===== config.mk =====
export PLATFORM = sky130hd
export DESIGN_NAME = switch_debounce
export DESIGN_NICKNAME = d
export VERILOG_FILES = /design/src/rtl/board_io_pkg.sv /design/src/rtl/debounce_bit.sv /design/src/rtl/switch_debounce.sv
export SDC_FILE = /design/constraint.sdc
export NUM_CORES = 1
export LEC_CHECK = 0
export ABC_AREA = 1
export CORE_MARGIN = 2
export CORE_UTILIZATION = 42
export CTS_BUF_LIST = sky130_fd_sc_hd__clkbuf_4
export DETAILED_ROUTE_END_ITERATION = 6
export HOLD_SLACK_MARGIN = 0.08
export SYNTH_ARGS = -nofsm -noshare
export SYNTH_HDL_FRONTEND = slang
export SYNTH_SLANG_ARGS = --single-unit

===== constraint.sdc =====
create_clock -name clk -period 2.1 [get_ports clk]
set_clock_uncertainty 0.05 [all_clocks]
set_input_delay 0.42 -clock clk [delete_from_list [all_inputs] [get_ports clk]]
set_output_delay 0.42 -clock clk [all_outputs]
set_load 0.03 [all_outputs]

===== src/rtl/board_io_pkg.sv =====
// Shared board I/O definitions: default debounce/auto-repeat timing and the
// step-button FSM state encoding.
package board_io_pkg;

    localparam int unsigned DEF_SAMPLE_DIV     = 100000;
    localparam int unsigned DEF_STABLE_SAMPLES = 4;
    localparam int unsigned DEF_REPEAT_DELAY   = 500;
    localparam int unsigned DEF_REPEAT_PERIOD  = 200;

    typedef enum logic [1:0] {
        ST_IDLE   = 2'd0,
        ST_PRESS  = 2'd1,
        ST_HOLD   = 2'd2,
        ST_REPEAT = 2'd3
    } btn_state_t;

    // Bits needed for a counter that runs 0..max(a,b)-1.
    function automatic int unsigned cnt_width(input int unsigned a, input int unsigned b);
        int unsigned m;
        m = (a > b) ? a : b;
        return (m < 2) ? 1 : $clog2(m);
    endfunction

endpackage


===== src/rtl/debounce_bit.sv =====
// Single-input debouncer: two-flop synchronizer, sample history shifted on
// the shared tick, and the accepted (stable) level.
module debounce_bit
    import board_io_pkg::*;
#(
    parameter int unsigned STABLE_SAMPLES = DEF_STABLE_SAMPLES
) (
    input  logic clk,
    input  logic rst_n,
    input  logic tick,
    input  logic raw,
    output logic stable
);

    logic [1:0]                sync;
    logic [STABLE_SAMPLES-1:0] hist;
    logic [STABLE_SAMPLES-1:0] hist_nx;
    logic                      all_hi;
    logic                      all_lo;

    // History as it will be after this tick, and whether it is unanimous.
    always_comb begin
        hist_nx = {hist[STABLE_SAMPLES-2:0], sync[1]};
        all_hi  = &hist_nx;
        all_lo  = ~|hist_nx;
    end

    // Synchronize, sample on tick, accept a new level once the history agrees.
    always_ff @(posedge clk) begin
        if (!rst_n) begin
            sync   <= '0;
            hist   <= '0;
            stable <= 1'b0;
        end else begin
            sync <= {sync[0], raw};
            if (tick) begin
                hist <= hist_nx;
                if (all_hi && !stable) begin
                    stable <= 1'b1;
                end else if (all_lo && stable) begin
                    stable <= 1'b0;
                end
            end
        end
    end

endmodule


===== src/rtl/switch_debounce.sv =====
// Slide-switch and step-button front end: N+1 debouncers on a shared sample
// tick, per-bit edge pulses, and a press/hold/auto-repeat step generator.
module switch_debounce
    import board_io_pkg::*;
#(
    parameter int unsigned N              = 16,
    parameter int unsigned SAMPLE_DIV     = DEF_SAMPLE_DIV,
    parameter int unsigned STABLE_SAMPLES = DEF_STABLE_SAMPLES,
    parameter int unsigned REPEAT_DELAY   = DEF_REPEAT_DELAY,
    parameter int unsigned REPEAT_PERIOD  = DEF_REPEAT_PERIOD
) (
    input  logic         clk,
    input  logic         rst_n,
    input  logic [N-1:0] sw_raw,
    input  logic         btn_raw,
    output logic [N-1:0] sw_stable,
    output logic [N-1:0] sw_rise,
    output logic [N-1:0] sw_fall,
    output logic         sw_changed,
    output logic         step_pulse,
    output logic         btn_held
);

    localparam int unsigned PW = cnt_width(SAMPLE_DIV, 2);
    localparam int unsigned CW = cnt_width(REPEAT_DELAY, REPEAT_PERIOD);

    logic [PW-1:0] presc;
    logic          tick;
    logic          tick_d;
    logic [N-1:0]  sw_prev;
    logic          btn_stable;

    btn_state_t    state;
    btn_state_t    state_nx;
    logic [CW-1:0] cnt;
    logic [CW-1:0] cnt_nx;
    logic          step_nx;

    assign tick = (presc == PW'(SAMPLE_DIV - 1));

    // Sample-rate prescaler: 0..SAMPLE_DIV-1, tick at terminal count.
    always_ff @(posedge clk) begin
        if (!rst_n) begin
            presc <= '0;
        end else if (tick) begin
            presc <= '0;
        end else begin
            presc <= presc + PW'(1);
        end
    end

    for (genvar i = 0; i < N; i++) begin : g_sw
        debounce_bit #(
            .STABLE_SAMPLES(STABLE_SAMPLES)
        ) u_sw (
            .clk    (clk),
            .rst_n  (rst_n),
            .tick   (tick),
            .raw    (sw_raw[i]),
            .stable (sw_stable[i])
        );
    end

    debounce_bit #(
        .STABLE_SAMPLES(STABLE_SAMPLES)
    ) u_btn (
        .clk    (clk),
        .rst_n  (rst_n),
        .tick   (tick),
        .raw    (btn_raw),
        .stable (btn_stable)
    );

    // Per-bit edge pulses, one cycle after the debounced level changes.
    always_ff @(posedge clk) begin
        if (!rst_n) begin
            sw_prev <= '0;
            sw_rise <= '0;
            sw_fall <= '0;
        end else begin
            sw_rise <= sw_stable & ~sw_prev;
            sw_fall <= ~sw_stable & sw_prev;
            sw_prev <= sw_stable;
        end
    end

    assign sw_changed = |(sw_rise | sw_fall);
    assign btn_held   = btn_stable;

    // Button FSM registers. The FSM counts the tick delayed by one cycle so a
    // debounced release landing on a tick is already visible when a repeat
    // interval expires, giving release priority over the expiry.
    always_ff @(posedge clk) begin
        if (!rst_n) begin
            state      <= ST_IDLE;
            cnt        <= '0;
            step_pulse <= 1'b0;
            tick_d     <= 1'b0;
        end else begin
            state      <= state_nx;
            cnt        <= cnt_nx;
            step_pulse <= step_nx;
            tick_d     <= tick;
        end
    end

    // Button FSM next state, hold counter and step strobe.
    always_comb begin
        state_nx = state;
        cnt_nx   = cnt;
        step_nx  = 1'b0;
        unique case (state)
            ST_IDLE: begin
                if (btn_stable) begin
                    state_nx = ST_PRESS;
                    step_nx  = 1'b1;
                end
            end
            ST_PRESS: begin
                if (!btn_stable) begin
                    state_nx = ST_IDLE;
                end else begin
                    state_nx = ST_HOLD;
                    cnt_nx   = '0;
                end
            end
            ST_HOLD: begin
                if (!btn_stable) begin
                    state_nx = ST_IDLE;
                end else if (tick_d) begin
                    if (cnt == CW'(REPEAT_DELAY - 1)) begin
                        state_nx = ST_REPEAT;
                        cnt_nx   = '0;
                        step_nx  = 1'b1;
                    end else begin
                        cnt_nx = cnt + CW'(1);
                    end
                end
            end
            ST_REPEAT: begin
                if (!btn_stable) begin
                    state_nx = ST_IDLE;
                end else if (tick_d) begin
                    if (cnt == CW'(REPEAT_PERIOD - 1)) begin
                        cnt_nx  = '0;
                        step_nx = 1'b1;
                    end else begin
                        cnt_nx = cnt + CW'(1);
                    end
                end
            end
            default: begin
                state_nx = ST_IDLE;
            end
        endcase
    end

endmodule


; After elaboration in Yosys (flattened, before gate mapping)
; Cells that the tools add are included.
; W data, S select, Z words.
[word_totals]
ramBits = 0
output_inout_bits = 51
regBits = 180
latchBits = 0
romBits = 0
n_memories = 0
[classes]
eq_ne = 15
bitwise = 6
muxes = 57
order_cmp = 0
multipliers = 0
div_mod_pow = 0
addsub = 2
reduce_logical = 142
n_shift = 0
[ops]
columns = op, count
row1 = $reduce_and A4 Y1, 18
row2 = $reduce_or A4 Y1, 17
row3 = $mux W9, 7
row4 = $mux W1, 41
row5 = $logic_and A1 B1 Y1, 34
row6 = $logic_not A1 Y1, 34
row7 = $reduce_and A2 Y1, 17
row8 = $reduce_bool A2 Y1, 17
row9 = $and A16 B16 Y16, 2
row10 = $not A16 Y16, 2
row11 = $pmux W9 S3, 1
row12 = $add A17 B1 Y17 const B, 1
row13 = $eq A17 B17 Y1 const B, 1
row14 = $or A16 B16 Y16, 1
row15 = $reduce_or A16 Y1, 1
row16 = $mux W2, 6
row17 = $add A9 B1 Y9 const B, 1
row18 = $eq A9 B8 Y1 const B, 1
row19 = $eq A9 B9 Y1 const B, 1
row20 = $ne A2 B1 Y1 const B, 4
row21 = $pmux W2 S4, 1
row22 = $ne A2 B2 Y1 const B, 3
row23 = $ne A3 B3 Y1 const B, 2
row24 = $reduce_and A6 Y1, 1
row25 = 7 further kinds, 8

; Depth between registers and ports, before layout
[logic_depth]
ltp_word = 5
depth_mapped = 11
ltp_nobuf = 10

; Hierarchy
; A second synthesis with hierarchy kept.
[hier_totals]
cells_unflattened = 861
hier_area_um2 = 6528.8
[by_module_without_submodules]
columns = mod, seq_area_each_um2, area_each_um2, cells_per_inst, instances
row1 = debounce_bit, 120.1, 211.5, 28, 17
row2 = switch_debounce, 1561.5, 2934.1, 385, 1

; Worst setup path before layout
; Ideal clock, no wire load.
[synth_path]
path_type = register -> register
startpoint = register presc[0]
endpoint = register g_sw[0].u_sw.hist[0]
period_less_slack_ns = 1.585
path_stages_with_launch = 12
path_slack_ns = 0.515
setup_ns = 0.112
arrival_ns = 1.423
n_path_buf = 1
path_cell_list = dfxtp_1 > ha_1 > nand3_2 > inv_1 > nand2_1 > nor2_4 > nand2_4 > nand2_2 > inv_2 > buf_6 > nand2_1 > nand2_1
[synth_between]
elab_chain_len = 1
[synth_rtl]
columns = item, line
row1 = start: declaration, switch_debounce.sv:27  ; logic [PW-1:0] presc;
row2 = start signal: assignment, switch_debounce.sv:48  ; presc <= presc + PW'(1);
row3 = $eq A17 B17 Y1, switch_debounce.sv:39  ; assign tick = (presc == PW'(SAMPLE_DIV - 1));
row4 = end signal: assignment, debounce_bit.sv:37  ; hist <= hist_nx;
row5 = end: declaration, debounce_bit.sv:16  ; logic [STABLE_SAMPLES-1:0] hist;
; Every way passes these cells.
; A chain may end at the register's enable or synchronous reset.

; Worst setup path after layout
[layout_path]
startpoint = register sw_rise[13]
endpoint = output sw_changed
[layout_between]
elab_chain_len = 2
[layout_rtl]
columns = item, line
row1 = start: declaration, switch_debounce.sv:17  ; output logic [N-1:0] sw_rise,
row2 = start signal: assignment, switch_debounce.sv:81  ; sw_rise <= sw_stable & ~sw_prev;
row3 = $or A16 B16 Y16, switch_debounce.sv:87  ; assign sw_changed = |(sw_rise | sw_fall);
row4 = $reduce_or A16 Y1, switch_debounce.sv:87
row5 = end: declaration, switch_debounce.sv:19  ; output logic sw_changed,
; Every way passes these cells.

==> results.py <==
metrics = {
    "outcome": {
        "status": "finished, final reports clean",
    },
    "clocking": {
        "cts_tree": "built",
        "clk_path_buf_depth": 2,
        "post_cts_buffers": 0,
        "clkTransAtPathRegs_ns": 0.14,
        "htreeDepth": 4,
        "cts_buffers": 17,
        "clock_latency_ns": 0.55,
        "clkSinkCount": 180,
        "clock-root-buffer": "clkbuf_4",
        "cts_hold_buf": 0,
    },
    "logic_synthesis": {
        "yosys.cell_types.count": 31,
        "syn_inst": 899,
        "synth_nets": 920,
        "syn-cell-area_um2": 6760,
        "ys_warn_count": 0,
        "yosysSeqAreaShare_pct": 53.3,
        "yosys_register_bits": 180,
        "syn_area_per_cell_um2": 7.52,
    },
    "final_layout": {
        "postLayoutCoreUtil_pct": 49.6,
        "fillCellCount": 1637,
        "nets": 974,
        "syn_to_final_growth_pct": 16.0,
        "stdcell_count": 1182,
        "multi_input_area_um2": 2420,
        "regArea_um2": 3610,
        "post-route-cell-area_um2": 7850,
        "drive_above_1_share_pct": 6.22,
    },
    "timing": {
        "setup_tns_ns": 0,
        "hold_viol_final": 0,
        "setup_viol": 0,
        "fmax_ghz": 0.487,
        "holdWs_ns": 0.150,
        "period_minus_slack_ns": 2.05,
        "worst_slack_ns": 0.0453,
        "post-route-period-util_pct": 97.8,
        "worst_pin_slew_ns": 0.410,
        "relSlewSlack_pct": 72.4,
        "maxSlewViolCount": 0,
        "rsz0062_at_grt": "true",
    },
    "power_and_ir_drop": {
        "peakVddDrop_mv": 0.266,
        "leakage_nw": 4.03,
        "p_total_mw": 5.49,
        "powerDensity_nw_per_um2": 699,
    },
    "place": {
        "place_hpwl_um": 8500,
        "place_inst": 1150,
        "pre_cts_ws_ns": 0.117,
        "port_buffers": 69,
        "dpl-instance-area_um2": 7550,
        "gp_congestion": 0.823,
    },
    "drt": {
        "ant_nets": 0,
        "wl_per_cell_um": 10.7,
        "vias_per_cell": 4.37,
        "dr.pass1.iters": 5,
        "drt_iter0_markers": 371,
        "route.vias.total": 5162,
        "wl_um": 12600,
        "drc_errors": 0,
    },
    "critical_path": {
        "worstSetupEndpointType": "output port",
        "crit_arrival_ns": 1.58,
        "critPathLaunchType": "flop",
        "crit_top_cell": "nand2_1",
        "critPathSlowestCell": "dfxtp_2",
        "critPathRequiredTime_ns": 1.63,
        "path_class": "flop to output port",
        "cp_max_fo": 2,
        "max_stage_delay_ns": 0.36,
        "crit_chain": "nor4_4, nand2_1, nor2_1, nand2_1, buf_6",
    },
    "floorplanning": {
        "start_util_pct": 42.7,
        "dieHeight_um": 131,
        "coreArea_um2": 15800,
        "fp.dieW_um": 131,
        "rows": 46,
        "die_area_um2": 17100,
        "ios": 70,
    },
    "grt": {
        "gr-total-overflow": 0,
        "gr-usage-all-layers_pct": 15.7,
        "grt_pass1_vias": 4394,
        "grt_pass1_wl_um": 21100,
        "grt_antenna_before_repair": 1,
        "grt_max_degree": 77,
    },
    "flow_run": {
        "maxCapViolCount": 0,
    },
    "worst_hold_path": {
        "hp-class": "input port to flop",
    },
}
[final cells by class]
type / instances / share of cell area [%]
Sequential cell: 180 / 46.0
Clock buffer: 17 / 1.63
Clock inverter: 14 / 1.96
Tap cell: 216 / 3.44
Antenna cell: 1 / 0.0319
Timing Repair Buffer: 80 / 9.93
Multi-Input combinational cell: 544 / 30.8
Inverter: 130 / 6.22
[final timing paths]
path / start / endpoint / slack (ns) / cells past startpoint
setup / recovery: sw_rise[13]$_SDFF_PN0_ / sw_changed / 0.05 / 5
hold / removal: rst_n / g_sw[0].u_sw.sync[1]$_SDFF_PN0_ / 0.15 / 3
setup reg to reg: presc[0]$_SDFF_PP0_ / g_sw[14].u_sw.hist[2]$_SDFFE_PN0P_ / 0.34 / 9
hold reg to reg: sw_prev[9]$_SDFF_PN0_ / sw_rise[9]$_SDFF_PN0_ / 0.36 / 1
[Yosys cell counts, drive strengths merged]
cell    number  area share [%]
a21oi        8            0.59
and3         1           0.093
buf         35             3.7
clkbuf      10            0.56
clkinv       1           0.055
dfxtp      180              53
ha           2            0.37
inv        129             7.2
nand2      296              17
nand3       30             2.3
nand4       20             1.9
nor2       101             6.0
nor3        24             2.0
nor4         8            0.74
o21ai       39             2.9
o22ai        1           0.093
or2          1           0.093
xnor2        7            0.91
xor2         6            0.78
[sequential cells by signal, summed over array words and instances (netlist names)]
| register | count |
|---|---|
| g_sw.u_sw.stable | 16 |
| cnt | 9 |
| presc | 17 |
| g_sw.u_sw.hist | 48 |
| u_btn.hist | 3 |
| u_btn.stable | 1 |
| sw_rise | 16 |
| step_pulse | 1 |
| tick_d | 1 |
| sw_fall | 16 |
| state | 2 |
| sw_prev | 16 |
| u_btn.sync | 2 |
| g_sw.u_sw.sync | 32 |
[placed cells by master, fill, tap and decap left out, types with 2 or more instances in the layout]
master           synthesis  final
a21oi_1                  8      8
buf_12                   0      3
buf_4                   16      8
bufinv_16                0      2
clkbuf_4                 0     17
clkdlybuf4s50_1          0     18
clkinv_2                 0      2
clkinv_4                 0      3
clkinvlp_4               0      3
dfxtp_1                180    177
dfxtp_2                  0      3
dlygate4sd2_1            0     40
dlymetal6s2s_1           0      9
ha_1                     2      2
inv_1                  128    128
inv_6                    0      4
nand2_1                294    294
nand3_1                 29     29
nand4_1                 20     20
nor2_1                  99     99
nor3_1                  22     22
nor4_1                   8      4
nor4_2                   0      3
o21ai_0                 22     22
o21ai_1                 17     17
xnor2_1                  7      7
xor2_1                   6      6
[layer usage]
metal / GRT usage [%] / wire length, µm / part of all wire [%]
met1: 23.0 / 6720 / 53
met2: 22.4 / 5090 / 40
met3: 3.79 / 603 / 4.8
met4: 6.20 / 180 / 1.4
met5: 0 / 0 / 0
[power by group]
| part | internal (mW) | switching, mW |
|---|---|---|
| Clock | 0.715 | 1.17 |
| Sequential | 3.45 | 0.0188 |
| Combinational | 0.0553 | 0.0801 |
| Total | 4.22 | 1.26 |
[kinds of logic (layout without fill, tap and decap cells)]
| group | Yosys count | after routing | synth area share, % |
|---|---|---|---|
| and+or+nand+nor | 481 | 481 | 29.6 |
| xor gates and xnor gates | 13 | 13 | 1.68 |
| adders and majority gates | 2 | 2 | 0.370 |
| buffers and inverters | 175 | 241 | 11.5 |
| other | 0 | 1 | 0 |
| AOI/OAI and AO/OA | 48 | 48 | 3.57 |
| DFF | 180 | 180 | 53.3 |
[worst max-delay path, delay by kind of cell, from the launching register on]
kind	cells	cell delay (ns)
AND/OR/NAND/NOR	4	0.54
flip-flops	1	0.36
buffers and inverters	1	0.13
[repair_timing]
| item | 4_1_cts | 5_1_grt |
|---|---|---|
| endpoints found under the setup margin | 38 | 10 |
| gates resized for setup | 47 | 18 |
| pin swaps | 0 | 4 |
(Power assumes the default switching activity.)
==> variant 1 (config.mk and constraints unchanged) <==
The parameter `N` goes from 16 to 18.
--- a/src/rtl/switch_debounce.sv
+++ b/src/rtl/switch_debounce.sv
@@ -3,7 +3,7 @@
 module switch_debounce
     import board_io_pkg::*;
 #(
-    parameter int unsigned N              = 16,
+    parameter int unsigned N              = 18,
     parameter int unsigned SAMPLE_DIV     = DEF_SAMPLE_DIV,
     parameter int unsigned STABLE_SAMPLES = DEF_STABLE_SAMPLES,
     parameter int unsigned REPEAT_DELAY   = DEF_REPEAT_DELAY,
Interface: changed (resized sw_fall, sw_raw, sw_rise and sw_stable); port bits go from 70 to 78. No check against the original RTL was run, so the function may have changed too.
==> variant 1 against the original RTL <==
- the flow now finishes with violations (setup timing)
- critical endpoint unchanged
- area after synthesis up 10%
- first-iteration DRC count up 2.4%
- critical path type unchanged
- synthesized cell count up 9.3%
- setup slack worse by 0.17 ns
- routed wire length up 18%
- hold slack better by 0.0095 ns
- critical path depth down 1
- die area up 9.9%
- cell area up 9.8%
- sequential cell count up 18
- total power up 13%
==> variant 1: results (changes against the original RTL) <==
metric,value,unit,change
setup_viol,1,,+1
reg2regPathDepth,8,,-1
layout_setup_ws,-0.121,ns,-0.166 ns
tightestPinTransition,0.459,ns,+0.0482 ns
whs_endpoint,g_sw[4].u_sw.sync[1],,
r2r-end,g_sw[1].u_sw.hist[1],,
final_nets,1065,,+9.3%
largest_registers,"g_sw.u_sw.hist: 54 flops, g_sw.u_sw.sync: 36 flops",,
grt_usage,16.7,%,+0.96 points
finalSetupTns,-0.121,ns,-0.121 ns
gr-usage-met3,3.53,%,-0.25 points
violations,setup timing,,
synthTopCellsByCount,"nand2_1, dfxtp_1, inv_1, nor2_1, nand4_1",,
io_buffer_count,77,,+12%
status,"finished, violations left",,
grt_max_degree,55,,-29%
use_met2,25.4,%,+3.0 points
max_freq,450,MHz,-7.5%
fillCellCount,1751,,+7.0%
drive_above_1_share,5.97,%,-0.25 points
hold_ws,0.159,ns,+0.00955 ns
met1_usage,23.5,%,+0.53 points
ys_top_cells_by_area,"dfxtp_1, nand2_1, inv_1",,
grt_pass1_vias,5174,,+18%
wire_per_inst,11.6,um,+9.3%
[variant 1: cell types whose count changed after synthesis, moves of 8 or more]
cell and change:
nor3_1 +9, o21ai_0 +19, buf_4 +10, nor2_1 -10, o21ai_1 -14, nand4_1 +23, nand2_1 +8, inv_1 +18
dfxtp_1 +18
[variant 1: how the worst max path moves through the flow]
stage / startpoint / end / slack [ns] / depth (start not counted)
floorplan: presc[0] / g_sw[10].u_sw.hist[1] / 0.47 / 8
global placement: sw_fall[16] / sw_changed / -0.18 / 4
detailed placement: sw_fall[16] / sw_changed / -0.16 / 4
CTS: sw_rise[17] / sw_changed / -0.18 / 4
global route: sw_rise[17] / sw_changed / -0.21 / 4
finish: sw_rise[17] / sw_changed / -0.12 / 4
[variant 1: report_power, final]
part	total, mW	switching (mW)	internal (mW)
Clock	2.22	1.23	0.986
Sequential	3.82	0.0198	3.80
Combinational	0.148	0.0874	0.0606
[variant 1: layer usage]
metal / vias to the layer above / share of wire (%)
li1: 3152 / -
met1: 2520 / 50
met2: 124 / 44
met3: 12 / 4.8
met4: 0 / 1.2
met5: - / 0
[variant 1: area by class of cell]
| cell class | instances | area (um2) | area share [%] |
|---|---|---|---|
| diodes | 1 | 2.50 | 0.0290 |
| clock buffers | 20 | 150 | 1.74 |
| clock inverters | 12 | 176 | 2.05 |
| inverters | 147 | 552 | 6.40 |
| multi-input cells | 587 | 2650 | 30.7 |
| flip-flops and latches | 198 | 3970 | 46.0 |
| well taps | 225 | 282 | 3.27 |
| repair buffers | 91 | 843 | 9.79 |
[variant 1: critical path: cells and delay by family, from the launching register on]
| family | cells | cell delay, ns |
|---|---|---|
| AND/OR/NAND/NOR | 3 | 0.68 |
| flip-flops | 1 | 0.36 |
| buffers and inverters | 1 | 0.15 |
[variant 1: logic make-up (layout without fill, tap and decap cells)]
family	Yosys count	count (layout)	synth area share, %
simple gates	521	521	30.1
other cells	0	1	0
fa+ha+maj	2	2	0.336
flops	198	198	53.2
compound gates	57	57	3.83
xor+xnor	7	7	0.823
buf+inv	198	270	11.7
[variant 1: through the flow]
step,util (%),instances
after detailed placement,48.1,1248
after global placement,48.1,1248
after floorplan,-,983
after global routing,49.8,1281
after CTS,49.8,1280
final,49.8,1281
[variant 1: timing repair]
| action | in CTS | in global routing |
|---|---|---|
| endpoints found under the hold margin | 0 | 0 |
| setup endpoints to repair | 56 | 1 |
| resized for setup | 68 | 0 |
| pin swaps | 2 | 0 |
==> variant 2 (config.mk and constraints unchanged) <==
Made on the original files. Compare `cnt` against `CW'(REPEAT_PERIOD - 1)` with >= in place of ==.
--- a/src/rtl/switch_debounce.sv
+++ b/src/rtl/switch_debounce.sv
@@ -141,7 +141,7 @@
                 if (!btn_stable) begin
                     state_nx = ST_IDLE;
                 end else if (tick_d) begin
-                    if (cnt == CW'(REPEAT_PERIOD - 1)) begin
+                    if (cnt >= CW'(REPEAT_PERIOD - 1)) begin
                         cnt_nx  = '0;
                         step_nx = 1'b1;
                     end else begin
Behaviour: same outputs for any inputs over 10 cycles, from zero or initial values and one cycle with rst_n low; that may be too few to reach the edited logic, so the function may still have changed.
==> variant 2 against the original RTL <==
- cell area is 6.1% higher
- total power is 3.0% higher
- critical path depth stayed put
- routed wire length is 9.1% higher
- the flow now finishes with violations (setup timing)
- area after synthesis is 5.4% higher
- sequential power hardly changed
- hold slack better by 0.038 ns
- register-to-register slack worse by 0.10 ns
- setup slack worse by 0.073 ns
- clock power is 9% higher
- critical path type unchanged
- sequential cell count stayed put
==> variant 2: results (changes against the original RTL) <==
metric,value,unit,change
status,"finished, violations left",,
violations,setup timing,,
antenna_found_initial,1,,unchanged
ys_types,32,,+3.2%
cp_max_fo,2,,unchanged
timing.rr.start,presc[0],,
setup_viol,1,,+1
clock_latency,0.58,ns,+0.03 ns
met1_usage,23.8,%,+0.81 points
r2r-end,u_btn.hist[2],,
use_met2,23.1,%,+0.74 points
hpwl,10100,um,+19%
routed-via-count,5728,,+11%
gr-usage-met3,3.74,%,-0.045 points
synth_nets,1018,,+11%
synthTopCellsByCount,"nand2_1, dfxtp_1, inv_1, nor2_1, nand3_1",,
irDropWorstVdd,318,uV,+20%
gp_congestion,0.810,,-1.6%
worstPathArrival,1.66,ns,+0.08 ns
reg2reg_slack,0.24,ns,-0.10 ns
async_flop_share,0,%,unchanged
drive_above_1_share,7.22,%,+1.0 points
grt_pass1_vias,5022,,+14%
layout_setup_ws,-0.0281,ns,-0.0734 ns
ys_top_cells_by_area,"dfxtp_1, nand2_1, inv_1",,
grt_pass1_wl,23700,um,+12%
drt_iter0_markers,348,,-6.2%
p_leak,4.25,nW,+5.4%
ys_seq_area_share,50.6,%,-2.7 points
reg2regPathDepth,10,,+1
finalWirelength,13700,um,+9.1%
final_nets,1089,,+12%
place_worst_setup_slack,0.130,ns,+0.0122 ns
clk_pin_slew_worst_paths,0.13,ns,
tightestPinTransition,0.361,ns,-0.0495 ns
whs_endpoint,u_btn.stable,,
dr.pass1.iters,5,,unchanged
grt_usage,16.2,%,+0.50 points
grt_max_degree,33,,-57%
[variant 2: where the power goes]
part	total, mW	switching (mW)	internal [mW]
Combinational	0.136	0.0788	0.0568
Clock	2.04	1.19	0.854
Sequential	3.47	0.0186	3.45
[variant 2: critical path, cell delays in order (launching register included)]
cell	delay [ns]
dfxtp_1	0.34
nor4_2	0.29
nand2_1	0.08
nor2_1	0.10
nand4_1	0.11
buf_6	0.16
[variant 2: how the worst max path moves through the flow]
stage / start / end / cells past startpoint
floorplan: presc[0] / g_sw[0].u_sw.hist[1] / 11
global placement: sw_fall[10] / sw_changed / 5
detailed placement: sw_fall[6] / sw_changed / 4
CTS: sw_fall[6] / sw_changed / 4
global route: sw_rise[5] / sw_changed / 4
finish: sw_fall[10] / sw_changed / 5
[variant 2: layer usage]
metal	share of wire, %	vias up
met5	0	-
met3	4.5	15
li1	-	3166
met1	54	2428
met4	1.4	0
met2	40	119
[variant 2: cells by family (layout without fill, tap and decap cells)]
kind of cell / count (synthesis) / in the layout / synth area share [%]
AOI/OAI and AO/OA: 54 / 54 / 3.83
xor gates and xnor gates: 8 / 8 / 0.983
buffers and inverters: 172 / 256 / 10.8
muxes: 1 / 1 / 0.140
other: 0 / 1 / 0
DFF: 180 / 180 / 50.6
adders and majority gates: 2 / 2 / 0.351
and+or+nand+nor: 580 / 580 / 33.4
[variant 2: through the flow]
step / TNS (ns) / hold slack [ns] / instances / cell area [um2]
detailed placement: 0 / 0.346 / 1269 / 8010
finish: -0.0281 / 0.188 / 1302 / 8320
floorplan: 0 / 0.340 / 997 / 7130
CTS: -0.0684 / 0.155 / 1301 / 8280
global placement: 0 / 0.346 / 1269 / 8010
global route: -0.128 / 0.190 / 1302 / 8320
[variant 2: timing repair]
item | in CTS | in global routing
endpoints found under the setup margin | 49 | 4
resized for setup | 58 | 10
pin swaps | 1 | 4
hold buffers | 0 | 0
buffers inserted | 0 | 0
[variant 2: cell type report]
class	count	area (um2)
repair buffers	95	843
flip-flops and latches	180	3610
fillers	1695	8260
inverters	129	484
well taps	220	275
multi-input cells	645	2800
clock buffers	18	135
diodes	1	2.50
clock inverters	14	174
